## src/rtl/seg7_scan_driver.sv

```systemverilog
// Multiplexed 8-digit active-low 7-segment driver with shadow/active content registers
// committed only at frame wrap. Optional digit blinking is enabled by defining SEG7_BLINK_EN.
module seg7_scan_driver #(
  parameter int unsigned DIGIT_TICKS = 100000,
  parameter int unsigned BLINK_TICKS = 50000000
) (
  input  logic        CLK,
  input  logic        RESET,
  input  logic [31:0] DISP_DATA,
  input  logic [7:0]  DISP_EN,
  input  logic [7:0]  DISP_DP,
  input  logic [7:0]  BLINK_MASK,
  input  logic        LOAD,
  output logic        LOAD_ACK,
  output logic        PENDING,
  output logic        SCAN_TICK,
  output logic [7:0]  AN,
  output logic [7:0]  SEG
);

  localparam int unsigned PW = (DIGIT_TICKS > 1) ? $clog2(DIGIT_TICKS) : 1;
  localparam logic [PW-1:0] PRESC_LAST = PW'(DIGIT_TICKS - 1);

  logic [PW-1:0] presc_q, presc_d;
  logic          tick_q, tick_d;
  logic [2:0]    idx_q, idx_d;
  logic          pending_q, pending_d;
  logic          commit;

  logic [31:0] sh_data_q, sh_data_d, act_data_q, act_data_d;
  logic [7:0]  sh_en_q, sh_en_d, act_en_q, act_en_d;
  logic [7:0]  sh_dp_q, sh_dp_d, act_dp_q, act_dp_d;
  logic [7:0]  sh_mask_q, sh_mask_d, act_mask_q, act_mask_d;

  logic [7:0] an_q, an_d;
  logic [7:0] seg_q, seg_d;
  logic       phase_d;

  function automatic logic [6:0] seg_decode(input logic [3:0] nib);
    logic [6:0] s;
    case (nib)
      4'h0:    s = 7'h40;
      4'h1:    s = 7'h79;
      4'h2:    s = 7'h24;
      4'h3:    s = 7'h30;
      4'h4:    s = 7'h19;
      4'h5:    s = 7'h12;
      4'h6:    s = 7'h02;
      4'h7:    s = 7'h78;
      4'h8:    s = 7'h00;
      4'h9:    s = 7'h10;
      4'hA:    s = 7'h08;
      4'hB:    s = 7'h03;
      4'hC:    s = 7'h46;
      4'hD:    s = 7'h21;
      4'hE:    s = 7'h06;
      default: s = 7'h0E;
    endcase
    return s;
  endfunction

  // tick_q is a registered look-ahead of the terminal count, so it is low in reset
  // even when DIGIT_TICKS is 1.
  always_comb begin
    presc_d = (tick_q || (presc_q == PRESC_LAST)) ? '0 : presc_q + 1'b1;
    tick_d  = (presc_d == PRESC_LAST);
    idx_d   = tick_q ? idx_q + 3'd1 : idx_q;
  end

  // A LOAD on the wrap tick itself commits straight from the inputs.
  assign commit = tick_q && (idx_q == 3'd7) && (pending_q || LOAD);

  always_comb begin
    sh_data_d  = sh_data_q;
    sh_en_d    = sh_en_q;
    sh_dp_d    = sh_dp_q;
    sh_mask_d  = sh_mask_q;
    act_data_d = act_data_q;
    act_en_d   = act_en_q;
    act_dp_d   = act_dp_q;
    act_mask_d = act_mask_q;
    pending_d  = pending_q;
    if (LOAD) begin
      sh_data_d = DISP_DATA;
      sh_en_d   = DISP_EN;
      sh_dp_d   = DISP_DP;
      sh_mask_d = BLINK_MASK;
      pending_d = 1'b1;
    end
    if (commit) begin
      act_data_d = LOAD ? DISP_DATA  : sh_data_q;
      act_en_d   = LOAD ? DISP_EN    : sh_en_q;
      act_dp_d   = LOAD ? DISP_DP    : sh_dp_q;
      act_mask_d = LOAD ? BLINK_MASK : sh_mask_q;
      pending_d  = 1'b0;
    end
  end

`ifdef SEG7_BLINK_EN
  localparam int unsigned BW = (BLINK_TICKS > 1) ? $clog2(BLINK_TICKS) : 1;
  localparam logic [BW-1:0] BLINK_LAST = BW'(BLINK_TICKS - 1);

  logic [BW-1:0] blink_cnt_q, blink_cnt_d;
  logic          phase_q;

  always_comb begin
    blink_cnt_d = (blink_cnt_q == BLINK_LAST) ? '0 : blink_cnt_q + 1'b1;
    phase_d     = (blink_cnt_q == BLINK_LAST) ? ~phase_q : phase_q;
  end

  always_ff @(posedge CLK or posedge RESET) begin
    if (RESET) begin
      blink_cnt_q <= '0;
      phase_q     <= 1'b0;
    end else begin
      blink_cnt_q <= blink_cnt_d;
      phase_q     <= phase_d;
    end
  end
`else
  assign phase_d = 1'b0;
`endif

  // Output registers are built from next-state values so a commit shows on digit 0 next cycle.
  always_comb begin
    if (act_en_d[idx_d] && !(phase_d && act_mask_d[idx_d])) begin
      an_d = ~(8'd1 << idx_d);
    end else begin
      an_d = 8'hFF;
    end
    seg_d = {~act_dp_d[idx_d], seg_decode(act_data_d[{idx_d, 2'b00} +: 4])};
  end

  always_ff @(posedge CLK or posedge RESET) begin
    if (RESET) begin
      presc_q    <= '0;
      tick_q     <= 1'b0;
      idx_q      <= 3'd0;
      pending_q  <= 1'b0;
      sh_data_q  <= '0;
      sh_en_q    <= '0;
      sh_dp_q    <= '0;
      sh_mask_q  <= '0;
      act_data_q <= '0;
      act_en_q   <= '0;
      act_dp_q   <= '0;
      act_mask_q <= '0;
      an_q       <= 8'hFF;
      seg_q      <= 8'hFF;
    end else begin
      presc_q    <= presc_d;
      tick_q     <= tick_d;
      idx_q      <= idx_d;
      pending_q  <= pending_d;
      sh_data_q  <= sh_data_d;
      sh_en_q    <= sh_en_d;
      sh_dp_q    <= sh_dp_d;
      sh_mask_q  <= sh_mask_d;
      act_data_q <= act_data_d;
      act_en_q   <= act_en_d;
      act_dp_q   <= act_dp_d;
      act_mask_q <= act_mask_d;
      an_q       <= an_d;
      seg_q      <= seg_d;
    end
  end

  assign SCAN_TICK = tick_q;
  assign LOAD_ACK  = commit;
  assign PENDING   = pending_q;
  assign AN        = an_q;
  assign SEG       = seg_q;

endmodule
```

## config.mk

```make
export PLATFORM = sky130hd
export DESIGN_NAME = seg7_scan_driver
export DESIGN_NICKNAME = d
export VERILOG_FILES = /design/src/rtl/seg7_scan_driver.sv
export SDC_FILE = /design/constraint.sdc
export NUM_CORES = 1
export LEC_CHECK = 0
export CAP_MARGIN = 30
export CORE_MARGIN = 2
export CORE_UTILIZATION = 35
export DETAILED_ROUTE_END_ITERATION = 7
export PLACE_DENSITY = 0.66
export SLEW_MARGIN = 20
export SYNTH_ARGS = -nofsm -noshare
export SYNTH_HDL_FRONTEND = slang
export SYNTH_SLANG_ARGS = --single-unit
export TNS_END_PERCENT = 30
```

## constraint.sdc

```tcl
create_clock -name CLK -period 4.4 [get_ports CLK]
set_clock_uncertainty 0.05 [all_clocks]
set_input_delay 0.88 -clock CLK [delete_from_list [all_inputs] [get_ports CLK]]
set_output_delay 0.88 -clock CLK [all_outputs]
set_load 0.02 [all_outputs]
```

==> summary.txt, run 1 <==
Worst setup path
  • CP cell instances: buf_2 > o211ai_4 > buf_4 > inv_1 > clkdlybuf4s50_1
  • Worst R2R Start: idx_q[0]
  • Max incr delay on CP: 0.59 ns
  • CP Launch Type: primary input
  • Critical path arrival: 2.84 ns
  • CP Class: in2out
  • Critical Path End Type: output port
  • R2r setup slk: 0.97 ns
  • FF-to-FF path depth: 9
  • Reg2reg end: SEG[0]
  • Crit path required time: 3.47 ns
  • Critical path's slowest cell: o211ai_4
  • Crit-path max FO: 35

Job
  • Max-Cap Viols: 0

Drt
  • Vias per inst: 4.782
  • Final ANT Viol Nets: 0
  • TritonRoute pass-1 iters: 4
  • WL/cell: 15.85 um
  • Routed WL: 11.48 mm
  • DR DRC count: 0
  • DR vias: 3,462
  • Drt first-iter violations: 200

Finish
  • Area delta synth->final: 25.31%
  • Proportion of layout cells with a drive suffix above 1: 30.36%
  • Final #Nets: 557
  • Fill cells: 1,494
  • Diodes inserted: 0
  • Most frequent cells in the layout: dfrtp_1, mux2_2, clkdlybuf4s50_1
  • Final Non-Filler Cells: 724
  • Most common cell after layout, fill and taps aside: dfrtp_1

GRT
  • Vias in the first global route: 3,679
  • Pin count of the biggest net entering global routing: 93
  • GRT Residual Overflow: 0
  • Initial antenna violation count: 0
  • GRT Resource Usage Total: 14.10%
  • First-pass GRT wire length: 19.18 mm

Pwr
  • Part of the power in combinational logic: 5.2%
  • Seq pwr share: 45.0%
  • Internal power: 0.002265 W
  • Leakage: 3.211 nW
  • Peak supply drop: 0.2637 mV
  • Sw Share: 20.77%
  • Clk pwr share: 49.8%
  • Pwr dens: 394.1 nW/um^2
  • P_sw: 0.0005938 W

Place
  • IO Port Bufs: 69
  • Placed cells: 692
  • GPL Wtd Cong: 0.7695
  • Place WS: 0.4140 ns
  • Final HPWL DP: 7.972 mm

STA
  • Setup_tns: 0 ns
  • Final worst setup slack: 0.6256 ns
  • Slew HR: 39.24%
  • Final setup fails: 0
  • Final period utilization: 85.78%
  • Final Max Tran Viols: 0
  • Final hold violation count: 0
  • Tmin final: 3.774 ns
  • Worst Tran Pin Value: 0.9031 ns
  • Fmax: 264.9 MHz
  • Unrepaired setup endpoints after global routing: false

CTS
  • Root Buffer: clkbuf_16
  • CTS resizes: 0
  • Clk pin slew, worst setup/hold paths: 0.06 ns
  • Count of hold-fix buffers inserted at cts: 0
  • CTS tree: yes
  • Clk_lat worst skew: 0.41 ns
  • CTS buffer count: 17
  • Setup bufs post-CTS: 0
  • Clock sink count: 134
  • H-tree depth: 4
  • CTS max path bufs: 2

Hold path
  • Min-Delay Path Depth: 2
  • Hold EP: sh_dp_q[5]
  • HP Start: sh_dp_q[5]
  • Worst Hold Class: reg2reg

Die
  • Height of the die: 132.6 um
  • Initial Util: 35.41%
  • Die W: 132.6 um
  • Top-Level Pins: 78
  • Core Box Area: 16,350 sq um
  • Num rows: 47
  • Die ar.: 17,590 sq um

Yosys
  • Post-synth EDFFs: 0
  • Post-synthesis sequential area ratio: 58.27%
  • Syn Std Cell Area: 5789 sq um
  • Syn Nets: 486
  • Avg Inst Size Synth: 13.78 sq um
  • Syn Inst Count: 420
  • Post-synth cell types: 48
  • Fraction of registers with async set/reset: 100.0%
  • Number of synthesis warnings: 0
  • FF+latch count, synth: 134
  • Synth Flop Type: dfrtp_1

Run status
  • Status: finished, final reports clean
[worst max-delay path, delay by kind of cell]
kind            cells  cell delay (ns)
buf+inv             4             1.33
compound gates      1             0.59
[metrics by stage]
step                      total power, W  cell area (sq um)  hold slack, ns  util, %
final                           0.002859               7254          0.4254    44.37
after global routing            0.002963               7254          0.4509    44.37
after CTS                       0.002887               7254          0.4308    44.37
after detailed placement        0.001460               6653          0.4158    40.69
after global placement          0.001455               6653          0.4123    40.69
after floorplan                 0.001390               5793          0.3910        -
[flip-flops by register name (all words and copies together) (netlist names)]
signal	count
act_data_q	32
sh_data_q	32
presc_q	17
AN	8
SEG	8
act_dp_q	8
act_en_q	8
sh_dp_q	8
sh_en_q	8
idx_q	3
PENDING	1
SCAN_TICK	1
[worst max path at each step]
| stage | startpoint | endpoint | depth (start not counted) |
|---|---|---|---|
| after floorplan | LOAD | SEG[0] | 10 |
| after global routing | LOAD | LOAD_ACK | 5 |
| after CTS | LOAD | LOAD_ACK | 5 |
| after detailed placement | LOAD | SEG[0] | 8 |
| after global placement | LOAD | SEG[0] | 8 |
| final | LOAD | LOAD_ACK | 5 |
[power groups by stage]
stage	Combinational, W	Sequential, W	Clock (W)
global route	0.000165	0.00129	0.00151
detailed placement	0.000151	0.00131	0
floorplan	0.0000838	0.00131	0
finish	0.000148	0.00129	0.00142
global placement	0.000148	0.00131	0
CTS	0.000152	0.00129	0.00145
[cell usage after synthesis, types with 5 or more instances]
cell | n | share of area (%)
xor2_1 | 5 | 0.76
and4_1 | 5 | 0.76
nor2_1 | 21 | 1.4
mux2_2 | 83 | 16
o22ai_1 | 15 | 1.6
dfstp_2 | 16 | 7.3
o21ai_0 | 5 | 0.43
mux2_1 | 6 | 1.2
nand4_1 | 5 | 0.54
inv_1 | 13 | 0.84
nor4_1 | 7 | 0.76
nand3_1 | 15 | 1.3
nand2b_1 | 8 | 0.86
xnor2_1 | 10 | 1.5
clkbuf_1 | 8 | 0.52
mux2i_1 | 12 | 2.1
nand2_1 | 11 | 0.71
buf_6 | 7 | 1.4
dfrtp_1 | 118 | 51
ha_1 | 7 | 1.5
[metal layers]
metal  global-route usage [%]  up-vias  share of wire, %  wire [um]
li1                         -     1639                 -          -
met1                    18.52     1748                47       5348
met2                    22.71       60                48       5558
met3                    4.023       15               3.7        425
met4                    4.361        0               1.2        143
met5                        0        -                 0          0
[cell type report]
class	instances	area (sq um)	share of cell area [%]
clock buffers	20	446.7	6.157
clock inverters	12	155.1	2.139
inverters	15	60.06	0.8279
flip-flops and latches	134	3373	46.50
multi-input cells	248	2201	30.34
repair buffers	75	743.2	10.24
well taps	220	275.3	3.794
[cell families after synthesis]
logic type / Yosys count / synth area share (%)
flops: 134 / 58.27
mux: 109 / 21.98
simple gates: 84 / 8.083
buf+inv: 38 / 3.717
compound gates: 32 / 3.890
xor+xnor: 16 / 2.550
fa+ha+maj: 7 / 1.513
(Power assumes the default switching activity.)
==> run 2: changes to the inputs <==
- SKIP_LAST_GASP: default -> 1
==> results of run 2 <==
No change in the layout: final DEF, timing and power equal those of run 1.
==> run 3: changes to the inputs <==
- ABC_AREA: default -> 1
- PLACE_DENSITY: 0.66 -> 0.65
==> summary.txt, run 3 <==
Yosys
  • Synth Flop Type: dfrtp_1
  • Synth area leader: dfrtp_1
  • Simple-gate share of the synthesized area: 32.14% (+24 points)
  • Synth top cells by count: nand2_1, dfrtp_1, inv_1
  • Post-synth cell types: 36 (-25%)
  • Top cells by area, synth: dfrtp_1, nand2_1, dfstp_2
  • Post-synth EDFFs: 0 (unchanged)
  • Largest family of logic cells by synthesized area: simple AND/OR/NAND/NOR gates
  • Avg Inst Size Synth: 8.099 sq um (-41%)
  • Most frequent cell after synthesis: nand2_1
  • Adder-cell share of the synthesized area: 1.364% (-0.15 points)
  • Syn Inst Count: 793 (+89%)
  • Syn Nets: 859 (+77%)
  • Synth Area in XOR/XNOR: 0.6819% (-1.9 points)
  • Post-synthesis sequential area ratio: 52.52% (-5.7 points)
  • Mux share of post-synthesis cell area: 0% (-22 points)
  • Number of synthesis warnings: 0 (unchanged)
  • Compound-Gate Fraction of Synth Area: 4.111% (+0.22 points)
  • Synth top area share: 45.98% (-5.0 points)
  • FF+latch count, synth: 134 (unchanged)
  • Syn Std Cell Area: 6422 sq um (+11%)
  • Fraction of registers with async set/reset: 100.0% (unchanged)

CTS
  • Count of hold-fix buffers inserted at cts: 0 (unchanged)
  • CTS max path bufs: 2 (unchanged)
  • CTS buffer count: 17 (unchanged)
  • Clk pin slew, worst setup/hold paths: 0.06 ns (about the same)
  • H-tree depth: 4 (unchanged)
  • Clock sink count: 134 (unchanged)
  • Clk_lat worst skew: 0.43 ns (+0.02 ns)
  • Setup bufs post-CTS: 0 (unchanged)
  • CTS tree: yes
  • Root Buffer: clkbuf_16
  • CTS resizes: 0 (unchanged)

STA
  • Slew HR: 55.13% (+16 points)
  • Final period utilization: 69.37% (-16 points)
  • Fmax: 327.6 MHz (+24%)
  • Unrepaired setup endpoints after global routing: false
  • Setup_tns: 0 ns (unchanged)
  • Tmin final: 3.052 ns (-0.7223 ns)
  • Final Max Tran Viols: 0 (unchanged)
  • Final setup fails: 0 (unchanged)
  • Worst Tran Pin Value: 0.6730 ns (-0.2301 ns)
  • Final hold violation count: 0 (unchanged)

Pwr
  • Peak supply drop: 0.3508 mV (+33%)
  • Pwr dens: 373.6 nW/um^2 (-5.2%)
  • Final Power: 0.002924 W (+2.3%)
  • Leakage: 3.991 nW (+24%)

Die
  • Initial Util: 35.75% (+0.34 points)
  • Top-Level Pins: 78 (unchanged)
  • Core Box Area: 17,960 sq um (+9.9%)
  • Num rows: 49 (+4.3%)
  • Die W: 139.5 um (+5.2%)
  • Die ar.: 19,450 sq um (+11%)
  • Height of the die: 139.5 um (+5.2%)

Worst setup path
  • CP cell instances: buf_2 > nor2_4 > nor2_8 > clkdlybuf4s50_1
  • CP Launch Type: primary input
  • Worst Setup SP: LOAD
  • Crit path required time: 3.47 ns (about the same)
  • Crit-path max FO: 17 (-51%)
  • Max incr delay on CP: 0.67 ns (+0.08 ns)
  • Worst R2R Start: idx_q[0]
  • CP Class: in2out
  • Critical path's slowest cell: clkdlybuf4s50_1
  • Critical Path End Type: output port
  • Critical path arrival: 2.12 ns (-0.72 ns)

Drt
  • Vias per inst: 4.499 (-5.9%)
  • Routed WL: 14.27 mm (+24%)
  • TritonRoute pass-1 iters: 4 (unchanged)
  • WL/cell: 12.93 um (-18%)
  • DR DRC count: 0 (unchanged)
  • DR vias: 4,967 (+43%)
  • Drt first-iter violations: 300 (+50%)
  • Final ANT Viol Nets: 0 (unchanged)

Finish
  • Fill cells: 1,769 (+18%)
  • Post-Layout Inst Area: 7826 sq um (+7.9%)
  • Top Registers: act_data_q: 32 flops, sh_data_q: 32 flops, presc_q: 17 flops
  • Area delta synth->final: 21.86%
  • Diodes inserted: 0 (unchanged)
  • Most frequent cells in the layout: nand2_1, dfrtp_1, inv_1
  • Proportion of layout cells with a drive suffix above 1: 11.20% (-19 points)
  • Final Non-Filler Cells: 1,104 (+52%)
  • Most common cell after layout, fill and taps aside: nand2_1
  • Final #Nets: 928 (+67%)

Place
  • Cell Area, Placed: 7251 sq um (+9.0%)
  • IO Port Bufs: 69 (unchanged)
  • Placed cells: 1,072 (+55%)
  • GPL Wtd Cong: 0.8411 (+9.3%)
  • Final HPWL DP: 9.745 mm (+22%)

Run status
  • Status: finished, final reports clean

Hold path
  • Worst Hold Class: reg2reg
  • HP Start: act_dp_q[6]

GRT
  • Vias in the first global route: 5,045 (+37%)
  • Pin count of the biggest net entering global routing: 72 (-23%)
  • Initial antenna violation count: 0 (unchanged)
  • First-pass GRT wire length: 24.18 mm (+26%)
  • GRT Resource Usage Total: 15.66% (+1.6 points)
  • GRT Residual Overflow: 0 (unchanged)

Job
  • Max-Cap Viols: 0 (unchanged)
-- run 3: cell count changes in the layout (fill, tap and decap cells not counted), sizes merged, moves of 7 or more --
cell	change
inv	+88
nor4	-8
a31oi	+7
and2	+7
nand2	+341
o21ai	+7
o22ai	-13
nor2	+45
xnor2	-11
mux2	-93
nand3	+35
nand2b	-8
mux2i	-13
-- run 3: worst paths after layout --
kind | slack (ns) | cells past startpoint | to
hold / removal | 0.42 | 2 | act_dp_q[6]
setup reg to reg | 1.71 | 16 | SEG[0]
min in group asynchronous | 0.82 | 2 | PENDING
max in group asynchronous | 2.60 | 3 | act_data_q[12]
hold reg to reg | 0.42 | 2 | act_dp_q[6]
setup / recovery | 1.35 | 4 | LOAD_ACK
-- run 3: through the flow --
step	hold WS, ns	setup slack (ns)	util, %
finish	0.4154	1.348	43.57
global route	0.4261	1.272	43.57
CTS	0.4169	1.315	43.57
detailed placement	0.4038	1.092	40.36
global placement	0.3981	1.114	40.36
floorplan	0.3834	1.818	-
-- run 3: cell families after synthesis --
| family | after synthesis |
|---|---|
| fa+ha+maj | 7 |
| flops | 134 |
| compound gates | 35 |
| xor+xnor | 5 |
| simple gates | 487 |
| buf+inv | 125 |
-- run 3: report_power, final --
part / switching [W] / internal (W)
Clock: 0.000554 / 0.000814
Combinational: 0.000137 / 0.0000983
Sequential: 0.0000170 / 0.00130
Total: 0.000708 / 0.00222
-- run 3: critical path, delay by kind of cell --
family,cells,cell delay [ns]
buffers and inverters,2,1.02
AND/OR/NAND/NOR,2,0.22
-- run 3: final cells by class --
type                            instances  area (sq um)  share of cell area (%)
Sequential cell                       134          3373                   43.10
Multi-Input combinational cell        534          2460                   31.43
Timing Repair Buffer                   75         743.2                   9.496
Clock buffer                           20         456.7                   5.835
Inverter                              100         387.9                   4.956
Tap cell                              229         286.5                   3.661
Clock inverter                         12         118.9                   1.519
-- run 3: layer usage --
| layer | up-vias | wire, um | share of wire [%] | track usage [%] |
|---|---|---|---|---|
| met2 | 90 | 6989 | 49 | 26.91 |
| met5 | - | 0 | 0 | 0 |
| met3 | 19 | 636 | 4.5 | 3.923 |
| met1 | 2294 | 6423 | 45 | 18.97 |
| met4 | 0 | 222 | 1.6 | 6.007 |
| li1 | 2564 | - | - | - |
==> RTL change, RTL diff (flow settings as in run 3) <==
Build with the macro `SEG7_BLINK_EN` defined.
--- a/src/rtl/seg7_scan_driver.sv
+++ b/src/rtl/seg7_scan_driver.sv
@@ -1,4 +1,6 @@
 // Multiplexed 8-digit active-low 7-segment driver with shadow/active content registers
 // committed only at frame wrap. Optional digit blinking is enabled by defining SEG7_BLINK_EN.
+`define SEG7_BLINK_EN
+
 module seg7_scan_driver #(
   parameter int unsigned DIGIT_TICKS = 100000,
Formal check against the unedited RTL: same outputs for any inputs over 10 cycles, from zero or initial values and one cycle with RESET high; that may be too few to reach the edited logic, so the function may still have changed.
==> RTL change against run 3 <==
  * Critical path depth shrank 1
  * Setup slack gained 0.019 ns
  * Die area grew 32%
  * Final area grew 30%
  * Sequential power grew 30%
  * Final cell count grew 35%
  * Largest power group is now sequential cells
  * Global-route usage grew 0.20 points
  * Synthesized area grew 33%
  * Sequential cell count grew 43
  * Wire length grew 35%
  * Power grew 18%
  * Sequential share of layout area grew 0.55 points
  * First-iteration DRC count grew 43%
  * Critical path type is now flop to primary output
==> RTL change: results (changes against run 3) <==
status finished clean; vias in the first global route 6673 (+32%); met3 wire length 783 µm (+23%); largest fanout on the critical path 9 (-8); buffer share of cell area 8.69% (-0.81 points); Post-DP HPWL 13.6 mm (+40%); Max IR drop VDD 0.180 mV (-49%); RePlAce Congestion 0.852 (+1.3%); syn_nets 1141 (+33%); area used by multi-input combinational logic 3390 µm² (+38%); Inverters 127 (+27%); slew margin rel. 58.1% (+3.0 points); Nets 1217 (+31%); CP max stage delay 0.72 ns (+0.05 ns); final-layout clock-cell area share 5.68% (-1.7 points); #FFs+latches synth 177 (+32%); sequential share of the synthesized area 52.1% (-0.46 points); IO Port Bufs 77 (+12%); total track usage 15.9% (+0.20 points); Repair and plain buffers 87 (+16%); initial drt markers 428 (+43%); multi-input gates 740 (+39%); top post-synthesis cells by count nand2_1, dfrtp_1, inv_1; Leakage 5.19 nW (+30%); sequential share of cell area 43.7% (+0.55 points); Slowest cell on crit path dfrtp_1; post-synthesis cell type count 41 (+14%); Clock Tree Buf Depth 2 (unchanged); pin count of the biggest net entering global routing 61 (-15%); setup violators final 0 (unchanged); DR WL/cell 13.0 µm (+0.45%); FILL cells 2426 (+37%); Placement Setup Slack 1.25 ns (+0.156 ns); Worst Path Arrival 2.10 ns (-0.02 ns); DR WL met2 8.79 mm (+26%); clock buffers 18 (-10%); M1 WL 9.37 mm (+46%); top flop regs act_data_q: 32 flops, sh_data_q: 32 flops, blink_cnt_q: 26 flops; CP delay by family, top flip-flops; DR vias/cell 4.54 (+0.95%); first-pass GRT wire length 32.7 mm (+35%)
-- RTL change: changes by cell type after synthesis, moves of 12 or more --
cell,change
dfrtp_1,+43
inv_1,+27
nand2_1,+96
nand3_1,+16
nor2_1,+42
nor3_1,+12
-- RTL change: routing by layer --
layer | GRT usage (%) | up-vias
met2 | 25.2 | 137
li1 | - | 3467
met1 | 21.7 | 3130
met3 | 3.22 | 20
met5 | 0 | -
met4 | 5.49 | 0
-- RTL change: worst paths after layout --
check	slack (ns)	start	depth (start not counted)	to
max	1.37	SCAN_TICK	3	LOAD_ACK
min	0.41	blink_cnt_q[0]	1	blink_cnt_q[0]
max reg2reg	1.54	idx_q[0]	14	SEG[3]
min reg2reg	0.41	blink_cnt_q[0]	1	blink_cnt_q[0]
max in group asynchronous	2.63	RESET	4	SEG[4]
min in group asynchronous	0.78	RESET	2	presc_q[7]
-- RTL change: metrics by stage --
step | total power, mW | instances | cell area, µm² | hold WS [ns]
after CTS | 3.50 | 1486 | 10200 | 0.415
after floorplan | 1.90 | 1074 | 8550 | 0.383
after global placement | 2.01 | 1454 | 9590 | 0.399
after detailed placement | 2.02 | 1454 | 9590 | 0.404
after global routing | 3.62 | 1487 | 10200 | 0.439
final | 3.46 | 1487 | 10200 | 0.409
-- RTL change: where the power goes --
group	switching, mW	leakage [nW]	internal, mW	total (mW)
clock network	0.708	0.284	0.769	1.48
logic	0.151	2.72	0.109	0.260
registers	0.0189	2.18	1.70	1.72
total	0.877	5.19	2.58	3.46
-- RTL change: logic make-up after synthesis --
family,after synthesis,share of synthesized area [%]
AND/OR/NAND/NOR,667,33.0
XOR/XNOR,19,1.95
buffers and inverters,157,8.30
flip-flops,177,52.1
AO/OA/AOI/OAI,46,3.50
adder cells (fa/ha/maj),8,1.17
